==> src/rtl/zoe_digit_sequencer.sv <==
// zoe_digit_sequencer: drives the 4-bit digit code for the 7-segment decoder.
// The digit advances from a free-running prescaler while RUNNING, or once per
// synchronized step-button press while PAUSED. It also supports up/down counting
// and a synchronous, clamped load.
module zoe_digit_sequencer #(
  parameter int MAX_COUNT   = 1000,
  parameter int DIGIT_MAX   = 9,
  parameter int SYNC_STAGES = 2
) (
  input  logic       clk,
  input  logic       reset,
  input  logic       run_en,
  input  logic       step_req,
  input  logic       load_req,
  input  logic       dir,
  input  logic [3:0] load_val,
  output logic [3:0] digit,
  output logic       tick,
  output logic       wrap,
  output logic       running
);

  localparam int              PW         = (MAX_COUNT > 2) ? $clog2(MAX_COUNT) : 1;
  localparam logic [PW-1:0]   PRESC_LAST = PW'(MAX_COUNT - 1);
  localparam logic [3:0]      DIGIT_TOP  = 4'(DIGIT_MAX);

  typedef enum logic {
    PAUSED  = 1'b0,
    RUNNING = 1'b1
  } mode_t;

  mode_t                  state_reg, state_next;
  logic [SYNC_STAGES-1:0] run_sync_reg;
  logic [SYNC_STAGES-1:0] step_sync_reg;
  logic [SYNC_STAGES-1:0] load_sync_reg;
  logic                   step_hist_reg;
  logic                   load_hist_reg;
  logic                   run_synced;
  logic                   step_evt;
  logic                   load_evt;
  logic                   advance;
  logic [PW-1:0]          presc_reg, presc_next;
  logic [3:0]             digit_reg, digit_next;
  logic                   tick_reg, tick_next;
  logic                   wrap_reg, wrap_next;

  // Input synchronizers plus edge-history flops. Button chains reset to 1 so a
  // button held through reset does not look like a fresh press afterwards.
  always_ff @(posedge clk) begin
    if (reset) begin
      run_sync_reg  <= '0;
      step_sync_reg <= '1;
      load_sync_reg <= '1;
      step_hist_reg <= 1'b1;
      load_hist_reg <= 1'b1;
    end else begin
      run_sync_reg  <= {run_sync_reg[SYNC_STAGES-2:0], run_en};
      step_sync_reg <= {step_sync_reg[SYNC_STAGES-2:0], step_req};
      load_sync_reg <= {load_sync_reg[SYNC_STAGES-2:0], load_req};
      step_hist_reg <= step_sync_reg[SYNC_STAGES-1];
      load_hist_reg <= load_sync_reg[SYNC_STAGES-1];
    end
  end

  assign run_synced = run_sync_reg[SYNC_STAGES-1];
  assign step_evt   = step_sync_reg[SYNC_STAGES-1] & ~step_hist_reg;
  assign load_evt   = load_sync_reg[SYNC_STAGES-1] & ~load_hist_reg;

  // Mode state register.
  always_ff @(posedge clk) begin
    if (reset) begin
      state_reg <= PAUSED;
    end else begin
      state_reg <= state_next;
    end
  end

  // Mode next-state: simply follows the synchronized run level.
  always_comb begin
    state_next = state_reg;
    case (state_reg)
      PAUSED:  if (run_synced)  state_next = RUNNING;
      RUNNING: if (!run_synced) state_next = PAUSED;
      default: state_next = PAUSED;
    endcase
  end

  // Prescaler, advance source selection and digit arithmetic.
  // A load wins over a same-cycle advance, and that advance is lost.
  always_comb begin
    presc_next = presc_reg;
    digit_next = digit_reg;
    tick_next  = 1'b0;
    wrap_next  = 1'b0;
    advance    = 1'b0;

    if (state_reg == RUNNING) begin
      if (presc_reg == PRESC_LAST) begin
        presc_next = '0;
        advance    = 1'b1;
      end else begin
        presc_next = presc_reg + 1'b1;
      end
    end else begin
      presc_next = '0;
      if (step_evt) begin
        advance = 1'b1;
      end
    end

    if (load_evt) begin
      presc_next = '0;
      digit_next = (load_val > DIGIT_TOP) ? DIGIT_TOP : load_val;
    end else if (advance) begin
      tick_next = 1'b1;
      if (!dir) begin
        if (digit_reg >= DIGIT_TOP) begin
          digit_next = 4'd0;
          wrap_next  = 1'b1;
        end else begin
          digit_next = digit_reg + 4'd1;
        end
      end else begin
        if (digit_reg == 4'd0) begin
          digit_next = DIGIT_TOP;
          wrap_next  = 1'b1;
        end else begin
          digit_next = digit_reg - 4'd1;
        end
      end
    end
  end

  // Datapath registers; tick/wrap are registered alongside the digit.
  always_ff @(posedge clk) begin
    if (reset) begin
      presc_reg <= '0;
      digit_reg <= 4'd0;
      tick_reg  <= 1'b0;
      wrap_reg  <= 1'b0;
    end else begin
      presc_reg <= presc_next;
      digit_reg <= digit_next;
      tick_reg  <= tick_next;
      wrap_reg  <= wrap_next;
    end
  end

  assign digit   = digit_reg;
  assign tick    = tick_reg;
  assign wrap    = wrap_reg;
  assign running = (state_reg == RUNNING);

endmodule
==> config.mk <==
export PLATFORM = sky130hd
export DESIGN_NAME = zoe_digit_sequencer
export DESIGN_NICKNAME = d
export VERILOG_FILES = /design/src/rtl/zoe_digit_sequencer.sv
export SDC_FILE = /design/constraint.sdc
export NUM_CORES = 1
export LEC_CHECK = 0
export CAP_MARGIN = 5
export CORE_MARGIN = 3
export CORE_UTILIZATION = 45
export CTS_BUF_LIST = sky130_fd_sc_hd__clkbuf_4 sky130_fd_sc_hd__clkbuf_8
export CTS_CLUSTER_SIZE = 10
export DETAILED_ROUTE_END_ITERATION = 6
export GPL_ROUTABILITY_DRIVEN = 0
export PLACE_DENSITY = 0.68
export REMOVE_ABC_BUFFERS = 1
export SETUP_SLACK_MARGIN = 0.15
export SKIP_LAST_GASP = 1
export SYNTH_ARGS = -nofsm -noshare
export SYNTH_HDL_FRONTEND = slang
export SYNTH_SLANG_ARGS = --single-unit
export TNS_END_PERCENT = 10
==> constraint.sdc <==
create_clock -name clk -period 2.1 [get_ports clk]
set_input_delay 0.21 -clock clk [delete_from_list [all_inputs] [get_ports clk]]
set_output_delay 0.21 -clock clk [all_outputs]
set_load 0.005 [all_outputs]
## Word level (Yosys, flattened, before mapping)

Index checks and enable logic that the tools add are counted.

- Multipliers: 0
- $add $sub $neg: 3
- Reductions and logical operators: 5
- Mux-type cells: 14
- Divide/modulo/power cells: 0
- Bitwise gates (word level): 6
- Magnitude comparators: 2
- Shifts and indexed selects: 0
- Eq/ne operators: 1

Operators by type and width:

| cell | count |
|---|---|
| 4-bit two-way mux | 6 |
| 10-bit by 1-bit adder with 10-bit output (second input constant) | 1 |
| 10-bit == test (second input constant) | 1 |
| 1-bit two-way mux | 8 |
| 4-bit by 1-bit adder with 4-bit output (second input constant) | 1 |
| 4-bit >= comparator (second input constant) | 1 |
| 4-bit greater-than comparator (second input constant) | 1 |
| 4-bit zero test | 1 |
| 1-bit inverter | 4 |
| 4-bit OR reduction | 1 |
| 4-bit by 1-bit subtractor with 4-bit output (second input constant) | 1 |
| 3-bit OR reduction | 1 |
| 1-bit AND | 2 |
| 2-bit nonzero test | 1 |
| 2-bit OR reduction | 1 |

- Register bits: 25
- ROM bits: 0
- Memories: 0
- Bits in latches: 0
- Input bits: 10
- RAM bits: 0
- Logic and storage cells: 41

## Logic depth before layout (Yosys ltp)

Gate-level depths: netlist (run 1).

- Depth after elaboration: 6
- Mapped depth: 6

## Worst setup path before layout (run 1)

OpenSTA, ideal clock, no wires.

- Kind: register -> register
- From: reg digit_reg[1] (netlist: digit[1])
- To: reg digit_reg[1] (netlist: digit[1])
- Data arrival time: 1501 ps
- Cell stages (with the launch flop): 7
- Slack: 514 ps
- Data required time: 2014 ps
- Library setup time: 86 ps
- Cell sequence: dfxtp_1 -> inv_1 -> ha_1 -> or3b_1 -> a21oi_1 -> o31ai_1 -> a211oi_1

- Longest elaborated chain between the ends: 5

Ends and longest elaborated chain:

| what | RTL line | source |
|---|---|---|
| from (decl) | 43 | `logic [3:0] digit_reg, digit_next;` |
| from (signal assigned) | 143 | `digit_reg <= digit_next;` |
| 4-bit by 1-bit adder with 4-bit output (tied with other cells) | 121 | `digit_next = digit_reg + 4'd1;` |
| 4-bit two-way mux, on equally long branches | 117, 124 |  |
| 4-bit two-way mux * | 116 | `if (!dir) begin` |
| 4-bit two-way mux * | 114 | `end else if (advance) begin` |
| 4-bit two-way mux * | 111 | `if (load_evt) begin` |

Mark *: on every way between the ends. The rest lies on a longest branch, timed or not. The select of a mux whose other input is x is not followed.
A chain may end at the register's enable or synchronous reset.

## Worst setup path after layout (run 1)

Ends and elaborated chain as after synthesis.

==> results of run 1 <==
[worst max-delay path by stage]
| stage | startpoint | to | slack [ns] | cells after the start |
|---|---|---|---|---|
| 2_1_floorplan | digit[1]$_SDFFE_PP0P_ | digit[1]$_SDFFE_PP0P_ | 0.51 | 6 |
| 3_5_place_dp | dir | digit[3]$_SDFFE_PP0P_ | 0.33 | 5 |
| 3_3_place_gp | dir | digit[3]$_SDFFE_PP0P_ | 0.37 | 5 |
| 4_1_cts | digit[1]$_SDFFE_PP0P_ | digit[1]$_SDFFE_PP0P_ | 0.35 | 6 |
| 5_1_grt | digit[0]$_SDFFE_PP0P_ | digit[1]$_SDFFE_PP0P_ | 0.21 | 6 |
| 6_report | digit[1]$_SDFFE_PP0P_ | digit[1]$_SDFFE_PP0P_ | 0.36 | 6 |
[cells in the final DEF (no fill, tap or decap), types with 5 or more instances in the layout]
master,synthesis,final
dfxtp_1,25,25
clkdlybuf4s50_1,0,16
nor2_1,14,14
nand2b_1,8,8
or2_2,7,7
a21oi_1,7,7
nor2b_1,6,6
nand3_1,6,6
inv_1,5,5
xor2_1,5,5
ha_1,5,5
[power breakdown]
| part | switching, uW | internal [uW] |
|---|---|---|
| Clock | 143 | 72.7 |
| Sequential | 12.4 | 487 |
| Combinational | 55.9 | 62.1 |
| Total | 212 | 622 |
[logic make-up after synthesis]
family / count (synthesis) / synth area share (%)
fa+ha+maj: 5 / 5.133
flops: 25 / 41.07
compound gates: 23 / 13.76
xor+xnor: 8 / 5.750
buf+inv: 9 / 3.491
simple gates: 64 / 30.80
[worst register-to-register path, cell delays in order, from the launching register on]
cell      delay [ns]
dfxtp_1         0.45
inv_1           0.11
ha_1            0.20
or3b_1          0.40
a21oi_1         0.17
o31ai_1         0.11
a211oi_1        0.23
[metrics by stage]
step                      instance area [um2]  hold WS [ns]
after floorplan                          1195        0.2816
after global placement                   1408        0.3904
after detailed placement                 1408        0.3952
after CTS                                1438        0.4283
after global routing                     1438        0.4353
final                                    1438        0.4250
[metal layers]
metal	vias to the layer above	track usage, %
li1	512	-
met1	464	18.08
met2	10	28.39
met3	2	4.232
met4	0	1.987
met5	-	0
[final cells by class]
| cell class | count | area (um2) |
|---|---|---|
| Timing Repair Buffer | 18 | 175.2 |
| Sequential cell | 25 | 500.5 |
| Fill cell | 250 | 1085 |
| Clock buffer | 3 | 22.52 |
| Clock inverter | 1 | 7.507 |
| Multi-Input combinational cell | 100 | 675.6 |
| Tap cell | 30 | 37.54 |
| Inverter | 5 | 18.77 |
==> out/metrics.yaml, run 1 <==
yosys:
  synth_largest_area_cell: "dfxtp_1"
  synthArstFlopShare_pct: 0
  ys.flop_type: "dfxtp_1"
  yosysTopAreaCellShare_pct: 41.07
  ys_types: 38
  synth.most_common_cell: "dfxtp_1"
  synth_edf_count: 0
  yosysWarnings: 0
  synthTopCellsByArea: "dfxtp_1 (41%), ha_1 (5.1%), nor2_1 (4.3%)"
  synth_cells: 134
  netlist_top_cells_count: "dfxtp_1 (25), nor2_1 (14), nand2b_1 (8)"
  synth_seq_area_share_pct: 41.07
  synth_area_mm2: 0.001219
  synth-seq-cells: 25
  avgSynthCellArea_um2: 9.095
grt:
  grt_usage_pct: 15.39
  grt_max_degree: 16
  grt_pass1_wl_um: 4098
  grt_pass1_vias: 968
  antenna_found_initial: 0
  grt_overflow: 0
detailed_routing:
  wirelength_um: 2412
  final_antenna_net_count: 0
  dr_wl_met2_um: 1226
  drt_iter0_markers: 24
  met1_length_um: 1117
  drc_errors: 0
  drtPass1Iterations: 4
  post_drt_via_cell_ratio: 5.429
  wl_met3_um: 60
  wl_per_cell_um: 13.25
  top_layer: "met4"
  route.vias.total: 988
cts:
  postCtsHoldBufs: 0
  numCtsBuffers: 3
  clk_pin_slew_ns: 0.14
  cts_buffer_depth: 2
  clockRootBuffer: "clkbuf_4"
  htreeDepth: 1
  cts_setup_buffers: 0
  clock-sinks: 25
  tritoncts: "yes"
  clock_latency_ns: 0.32
  cts_resized: 0
placed_design:
  io_buffers: 16
  place_ws_ns: 0.3321
  dp_hpwl_um: 1850
  placed_cells: 178
min_path:
  holdPathEnd: "step_sync_reg[1]$_SDFF_PP1_"
  min_from: "step_sync_reg[0]$_SDFF_PP1_"
  hold_depth: 1
  hold_class: "register to register"
power:
  finalPower_uw: 833.1
  peakVddDrop_v: 0.0005785
  power_density_mw_per_mm2: 579.5
  leakagePower_uw: 0.0005165
timing:
  setup_viol: 0
  hold_viol: 0
  setup_tns_ns: 0
  fin_crit_sh_pct: 82.87
  skew_ns: 0.007051
  rsz0062_at_grt: "false"
  tightest_slew_ns: 0.4061
  slew_viol_final: 0
  relSlewSlack_pct: 72.89
  min_period_ns: 1.740
  setup_slack_ns: 0.3598
  fmax_mhz: 574.7
worst_setup_path:
  r2r-end: "digit[1]$_SDFFE_PP0P_"
  cp_slowest_stage_delay_ns: 0.45
  critPathBufInv: 1
  reg2reg_slack_ns: 0.36
  cp_max_fo: 7
  cp_cell_sequence: "inv_1 -> ha_1 -> or3b_1 -> a21oi_1 -> o31ai_1 -> a211oi_1"
  worstReg2RegStart: "digit[1]$_SDFFE_PP0P_"
  crit_arrival_ns: 1.99
  critPathLaunchType: "register"
  required_ns: 2.35
  crit_path_end_kind: "register"
  crit_slowest_cell: "dfxtp_1"
  path_class: "register to register"
  r2r_cells: 6
  cp_top_family: "compound AO/OA/AOI/OAI gates"
layout:
  drive_gt1_share_pct: 10.53
  diodes: 0
  final_util_pct: 56.99
  fin_cells: 182
  largest_register_ffs: 10
  num-nets-final: 168
  syn_to_final_growth_pct: 17.97
floorplanning:
  start_util_pct: 48.31
  rows: 18
  die_height_um: 58.04
  dieArea_mm2: 0.003369
  die_w_um: 58.04
  io_pins: 17
  core_mm2: 0.002522
job:
  maxCapViolations: 0
status:
  status: "completed"
Power figures use the tool's default switching activity.
==> inputs of run 2 (changes only) <==
==> constraint.sdc (replaced) <==
create_clock -name clk -period 1.63 [get_ports clk]
set_input_delay 0.163 -clock clk [delete_from_list [all_inputs] [get_ports clk]]
set_output_delay 0.163 -clock clk [all_outputs]
set_load 0.005 [all_outputs]
==> run 2 against run 1 <==
Register-to-register slack worse by 0.25 ns. Largest cell class unchanged. Hold slack worse by 0.034 ns. First-iteration DRC count is 13% higher. Via count is 6.1% higher. Highest routed layer unchanged. Wire length is 9.5% higher.
==> out/metrics.yaml, run 2 (synthesized netlist as in run 1, its figures left out) <==
layout:
  layout_common_cells: "dfxtp_1 (21), clkdlybuf4s50_1 (16), nor2_1 (14)"
  design_area_mm2: 0.001560  # +8.5%
  diodes: 0  # unchanged
  final_common_cell: "dfxtp_1"
  drive_gt1_share_pct: 23.75  # +13 points
  syn_to_final_growth_pct: 28.03
  largest_register_ffs: 10  # unchanged
  num-nets-final: 176  # +4.8%
floorplanning:
  io_pins: 17  # unchanged
  core_mm2: 0.002522  # unchanged
  die_w_um: 58.04  # unchanged
  start_util_pct: 48.31  # unchanged
  dieArea_mm2: 0.003369  # unchanged
  die_height_um: 58.04  # unchanged
  rows: 18  # unchanged
cts:
  tritoncts: "yes"
  clock_latency_ns: 0.31  # about the same
  htreeDepth: 1  # unchanged
  cts_setup_buffers: 0  # unchanged
  clk_pin_slew_ns: 0.13  # about the same
  clock-sinks: 25  # unchanged
  cts_buffer_depth: 2  # unchanged
  clockRootBuffer: "clkbuf_4"
  numCtsBuffers: 3  # unchanged
  postCtsHoldBufs: 0  # unchanged
detailed_routing:
  route.vias.total: 1048  # +6.1%
  drc_errors: 0  # unchanged
  wl_per_cell_um: 13.91  # +4.9%
  post_drt_via_cell_ratio: 5.516  # +1.6%
  drt_iter0_markers: 27  # +13%
  wirelength_um: 2642  # +9.5%
  final_antenna_net_count: 0  # unchanged
  drtPass1Iterations: 4  # unchanged
timing:
  setup_viol: 0  # unchanged
  setup_tns_ns: 0  # unchanged
  skew_ns: 0.004082  # -0.002969 ns
  fin_crit_sh_pct: 93.01  # +10 points
  min_period_ns: 1.516  # -0.2241 ns
  slew_viol_final: 0  # unchanged
  hold_viol: 0  # unchanged
  setup_slack_ns: 0.1139  # -0.2459 ns
  fmax_mhz: 659.6  # +15%
  tightest_slew_ns: 0.3897  # -0.01644 ns
  relSlewSlack_pct: 73.95  # +1.1 points
  rsz0062_at_grt: "true"
worst_setup_path:
  cp_max_fo: 7  # unchanged
  path_class: "register to register"
  crit_path_end_kind: "register"
  cp_top_family: "simple AND/OR/NAND/NOR gates"
  crit_arrival_ns: 1.73  # -0.26 ns
  cp_slowest_stage_delay_ns: 0.37  # -0.08 ns
  required_ns: 1.85  # -0.50 ns
  critPathLaunchType: "register"
  crit_slowest_cell: "dfxtp_1"
  critPathBufInv: 0  # -1
  cp_cell_sequence: "nor4bb_2 -> and4_4 -> nor2_2 -> a2111oi_4"
status:
  status: "completed"
placed_design:
  place_ws_ns: -0.01438  # -0.3465 ns
  io_buffers: 16  # unchanged
  postPlaceCellArea_mm2: 0.001468  # +4.3%
  dp_hpwl_um: 2044  # +10%
power:
  peakVddDrop_v: 0.0007256  # +25%
  power_density_mw_per_mm2: 715.7  # +24%
  pwr-share-clk_pct: 25.4  # -0.5 points
  seqPwrFrac_pct: 57.7  # -2.2 points
  combPwrFrac_pct: 16.9  # +2.7 points
  leakagePower_uw: 0.0005711  # +11%
  switching_share_pct: 24.56  # -0.84 points
  intPower_uw: 842.5  # +36%
  power.switching_uw: 274.3  # +30%
grt:
  antenna_found_initial: 0  # unchanged
  grt_pass1_vias: 1038  # +7.2%
  grt_max_degree: 14  # -2
  grt_usage_pct: 17.24  # +1.9 points
  grt_overflow: 0  # unchanged
  grt_pass1_wl_um: 4505  # +9.9%
min_path:
  hold_class: "input port to register"
job:
  maxCapViolations: 0  # unchanged
-- run 2: cell types whose count changed in the layout (fill, tap and decap cells not counted), moves of 2 or more --
cell	before	now
buf_4	2	10
dfxtp_1	25	21
dfxtp_2	0	3
a21oi_1	7	5
a21oi_2	0	2
ha_1	5	3
ha_4	0	2
inv_1	5	3
inv_4	0	2
-- run 2: repair_timing --
item	CTS	global route
pin swaps	5	2
endpoints found under the hold margin	0	0
resized for setup	17	5
setup endpoints to repair	9	14
-- run 2: cell type report --
class / instances / area [um2]
multi-input combinational: 100 / 725.7
clock buffer: 4 / 30.03
inverter: 5 / 23.77
tap: 30 / 37.54
sequential: 25 / 508.0
timing repair buffer: 26 / 235.2
fill: 218 / 962.2
-- run 2: power groups by stage --
stage                     registers [uW]  clock network [uW]  logic [uW]
after detailed placement             654                   0         169
after global routing                 647                 314         207
after CTS                            643                 295         184
after global placement               653                   0         165
after floorplan                      653                   0        85.0
final                                644                 284         189
-- run 2: final timing paths --
| path | from | to | slack (ns) | depth (start not counted) |
|---|---|---|---|---|
| worst max-delay path | presc_reg[3]$_SDFF_PP0_ | wrap$_SDFF_PP0_ | 0.11 | 4 |
| worst min register to register | step_sync_reg[0]$_SDFF_PP1_ | step_sync_reg[1]$_SDFF_PP1_ | 0.43 | 1 |
| worst max register to register | presc_reg[3]$_SDFF_PP0_ | wrap$_SDFF_PP0_ | 0.11 | 4 |
| worst min-delay path | run_en | run_sync_reg[0]$_SDFF_PP0_ | 0.39 | 2 |
-- run 2: per-layer routing --
layer / global-route usage (%) / wire length (um) / up-vias
li1: - / - / 519
met1: 20.30 / 1118 / 499
met2: 30.48 / 1361 / 26
met3: 4.900 / 128 / 4
met4: 4.636 / 34 / 0
met5: 0 / 0 / -
-- run 2: worst register-to-register path: stages, from the launching register on --
cell       delay [ns]
dfxtp_1          0.37
nor4bb_2         0.34
and4_4           0.33
nor2_2           0.07
a2111oi_4        0.32
-- run 2: through the flow --
step	utilization (%)	instances	hold slack [ns]	total power (uW)
after floorplan	-	130	0.2346	738.0
after global placement	58.18	186	0.3919	817.8
after detailed placement	58.18	186	0.3972	823.0
after CTS	61.46	190	0.3879	1122
after global routing	61.86	190	0.4043	1168
final	61.86	190	0.3911	1117
==> RTL change 1 (settings of run 2) <==
Register the output `digit` once more, with the module's reset; this adds one clock of latency there. The other outputs are not delayed to match. Comments in the files are not updated.
--- a/src/rtl/zoe_digit_sequencer.sv
+++ b/src/rtl/zoe_digit_sequencer.sv
@@ -148,3 +148,9 @@
 
-  assign digit   = digit_reg;
+  always_ff @(posedge clk) begin
+    if (reset) begin
+      digit <= '0;
+    end else begin
+      digit <= digit_reg;
+    end
+  end
   assign tick    = tick_reg;
Behaviour: not the same (a bounded check fails within 10 cycles, from zero or initial values and one cycle with reset high).
==> RTL change 1 against run 2 <==
Global-route usage shrank 0.085 points; design area grew 9.0%; power grew 37%; largest cell class unchanged; setup slack lost 0.013 ns; first-iteration DRC count grew to 2.9 times the old value; critical endpoint is now digit_reg[3]; routed wire length grew 1.2%; synthesized area grew 9.2%; via count grew 4.4%; sequential cell count grew 4.
==> RTL change 1: results (changes against run 2) <==
Outcome
  • Status: completed

Layout
  • Non-CTS buffers: 24 (-7.7%)
  • #MultiIn Comb: 105 (+5.0%)
  • Clock Buffer Count: 7 (+3)
  • Multi-input logic portion of the cell area: 0.432 (-0.0332)
  • Layout Utilization: 0.611 (-0.00722)
  • Post-Layout Cell Count: 205 (+7.9%)
  • Multi-input gate area: 734 sq um (+1.2%)
  • Layout cells sized above 1: 0.213 (-0.0249)
  • Clock-cell share: 0.0522 (+0.0330)
  • Fillers: 241 (+11%)
  • Nets: 188 (+6.8%)
  • Area occupied by registers: 586 sq um (+15%)
  • Count of non-CTS inverters in the layout: 8 (+3)

Synthesis
  • Post-Syn Area per Cell: 9.12 sq um (+0.26%)
  • Sequential fraction of the synthesis area: 0.436 (+0.0254)
  • Unique cell type count in the Yosys netlist: 36 (-5.3%)
  • Synth top area cells: dfxtp_1 (44%), nor2_1 (5.1%), ha_1 (4.7%), xnor2_1 (3.9%), or2_2 (3.3%)
  • Post-synthesis adder-cell area fraction: 0.0470 (-0.00434)
  • Xor and xnor area share after synthesis: 0.0526 (-0.00486)
  • Top cells by count, synth: dfxtp_1 (29), nor2_1 (18), inv_1 (8)
  • Synth Area in Compound Gates: 0.123 (-0.0145)

Route
  • Drt via density: 5.34 (-3.2%)
  • Wl on met1: 1.17 mm (+4.5%)
  • Initial DRC Count: 79 (+190%)
  • Metal2 WL: 1.29 mm (-4.9%)
  • Drt wl/cell: 13.0 um (-6.2%)
  • Routed met3 length: 179 um (+40%)

Hold path
  • HP Start: load_req

Clock network
  • H-tree depth: 2 (+1)
  • CTS clk-pin slew, worst paths: 0.09 ns (-0.04 ns)
  • Num CTS Buffers: 5 (+2)
  • Clock Sinks: 29 (+16%)

Pwr
  • Internal: 1200 uW (+42%)
  • Combinational share of power: 0.108 (-0.061)
  • Leakage power figure: 0.000600 uW (+5.1%)
  • Flop pwr share: 0.484 (-0.093)
  • Clk power: 624 uW (+120%)
  • Peak VDD IR: 595 uV (-18%)

Placed design
  • DP Area: 0.00156 sq mm (+6.3%)
  • Pre-CTS setup slack: 0.0230 ns (+0.0374 ns)
  • Placed Cells: 197 (+5.9%)
  • DP Wirelength: 1.98 mm (-3.2%)

Setup path
  • Critical Path Fanout Max: 4 (-3)
  • Slowest CP cell: or4bb_1
  • Slowest stage delay, CP: 0.51 ns (+0.14 ns)
  • Reg2Reg Launch Point: digit_reg[1]
  • Worst EP arrival: 1.79 ns (+0.06 ns)

Global routing
  • Vias in the first global route: 1070 (+3.1%)
  • All-Layer GR Usage: 0.172 (-0.000853)
  • Pin count of the biggest net entering global routing: 12 (-2)
  • Global-route wire length before repair: 4.54 mm (+0.78%)

Timing
  • Worst slew margin: 0.719 (-0.0205)
  • Worst Clk Skew: 0.00725 ns (+0.00317 ns)
## RTL change 1: cell count changes in the layout (fill, tap and decap cells not counted), moves of 3 or more
cell     change
nor2_1       +4
inv_1        +3
and3_1       -3
xnor2_1      +3
dfxtp_1      +6
xor2_1       -3
## RTL change 1: timing repair
| action | CTS | global route |
|---|---|---|
| cloned | 0 | 0 |
| pin swaps | 0 | 3 |
| setup endpoints to repair | 5 | 5 |
| buffers inserted | 0 | 0 |
| gates resized for setup | 8 | 10 |
## RTL change 1: final timing paths
| kind | slack [ns] | end | cells after the start |
|---|---|---|---|
| worst min register to register | 0.42 | load_sync_reg[1] | 1 |
| worst min-delay path | 0.40 | load_sync_reg[0] | 2 |
| worst max register to register | 0.10 | digit_reg[3] | 6 |
| worst max-delay path | 0.10 | digit_reg[3] | 6 |
## RTL change 1: layer usage
metal,up-vias,global-route usage
met3,4,0.0787
met1,496,0.195
met4,0,0.0759
met2,31,0.276
met5,-,0
li1,563,-
==> RTL change 2 (config.mk and constraints of run 2) <==
Made on the original files. The parameter `MAX_COUNT` goes from 1000 to 4000.
--- a/src/rtl/zoe_digit_sequencer.sv
+++ b/src/rtl/zoe_digit_sequencer.sv
@@ -5,3 +5,3 @@
 module zoe_digit_sequencer #(
-  parameter int MAX_COUNT   = 1000,
+  parameter int MAX_COUNT   = 4000,
   parameter int DIGIT_MAX   = 9,
Behaviour: same outputs for any inputs over 10 cycles, from zero or initial values and one cycle with reset high; that may be too few to reach the edited logic, so the function may still have changed.
==> RTL change 2 against run 2 <==
Routed wire length decreased by 1.7%; hold slack lost 0.011 ns; synthesized cell count up 9.7%; synthesized area rose by 3.5%; sequential share of layout area rose by 1.5 points; clock skew up 0.0014 ns; setup slack worse by 0.061 ns; sequential cell count rose by 2; power grew 1.3%; non-clock buffer count rose by 4; design area is 2.9% higher.
==> RTL change 2: results (changes against run 2) <==
Global routing
  • Met2 usage: 0.244 (-0.0604)
  • Global-route wire length before repair: 4.32 mm (-4.1%)
  • Vias in the first global route: 1016 (-2.1%)
  • Pin count of the biggest net entering global routing: 16 (+2)
  • M1 GR Usage: 0.213 (+0.0102)
  • Global routing usage on met3: 0.0395 (-0.00952)
  • All-Layer GR Usage: 0.159 (-0.0131)
  • Initial antenna violation count: 0 (unchanged)

Route
  • Routed met3 length: 143 um (+12%)
  • Wl on met1: 1.21 mm (+8.4%)
  • Metal2 WL: 1.20 mm (-12%)
  • Drt via density: 5.37 (-2.7%)
  • Initial DRC Count: 46 (+70%)
  • Drt wl/cell: 12.6 um (-9.3%)

Pwr
  • Leakage power figure: 0.000575 uW (+0.65%)
  • Peak VDD IR: 807 uV (+11%)
  • Sw power: 276 uW (+0.80%)

Setup path
  • Critical Path Fanout Max: 4 (-3)
  • Critical path's top delay family: simple AND/OR/NAND/NOR gates
  • Slowest stage delay, CP: 0.39 ns (+0.02 ns)
  • Worst EP arrival: 1.86 ns (+0.13 ns)
  • Slowest CP cell: dfxtp_4

Layout
  • Post-Layout Cell Count: 206 (+8.4%)
  • Nets: 192 (+9.1%)
  • Layout cells sized above 1: 0.199 (-0.0386)
  • Largest register FFs: 12 (+2)

Synthesis
  • Post-Synthesis Cells: 147 (+9.7%)
  • Synth Area in Compound Gates: 0.144 (+0.00627)
  • Mux contribution to synthesized area: 0 (unchanged)
  • Sequential fraction of the synthesis area: 0.429 (+0.0179)
  • Top cells by count, synth: dfxtp_1 (27), nor2_1 (19), nand3_1 (11)
  • Xor and xnor area share after synthesis: 0.0625 (+0.00501)
  • Post-synthesis adder-cell area fraction: 0.0496 (-0.00173)
  • Ys async rst share: 0 (unchanged)
  • Synth top area cells: dfxtp_1 (43%), nor2_1 (5.7%), ha_1 (5.0%), nand3_1 (4.4%), o21ai_0 (3.6%)
  • Unique cell type count in the Yosys netlist: 35 (-7.9%)

Timing
  • Worst Max-Slew Pin Slew: 0.426 ns (+0.0359 ns)
  • Worst Clk Skew: 0.00548 ns (+0.00140 ns)

Placed design
  • DP Area: 0.00152 sq mm (+3.6%)
  • Placed Cells: 200 (+7.5%)
  • DP Wirelength: 1.95 mm (-4.8%)
  • Pre-CTS setup slack: 0.0281 ns (+0.0424 ns)

Clock network
  • CTS resizes: 10 (-7)
  • Postcts setup bufs: 2 (+2)
  • Clock latency on the worst-skew pair: 0.33 ns (+0.02 ns)
  • CTS clk-pin slew, worst paths: 0.14 ns
  • CTS Buffer Depth: 2 (unchanged)

Outcome
  • Status: completed
-- RTL change 2: final timing paths --
check	startpoint	cells after the start	slack, ns	to
worst max-delay path	digit[0]	7	0.05	digit[0]
worst min-delay path	load_req	2	0.38	load_sync_reg[0]
worst max register to register	digit[0]	7	0.05	digit[0]
worst min register to register	step_sync_reg[0]	1	0.42	step_sync_reg[1]
-- RTL change 2: power groups by stage --
stage               logic, uW  clock network (uW)  registers (uW)
finish                    158                 288             686
global route              176                 320             688
CTS                       155                 297             686
detailed placement        148                   0             699
global placement          144                   0             698
floorplan                69.1                   0             701
-- RTL change 2: layout make-up --
cell class / instances / area (sq um)
clock inverters: 1 / 5.00
well taps: 30 / 37.5
clock buffers: 3 / 22.5
flip-flops and latches: 27 / 547
inverters: 6 / 27.5
fillers: 211 / 962
multi-input cells: 109 / 701
repair buffers: 30 / 265
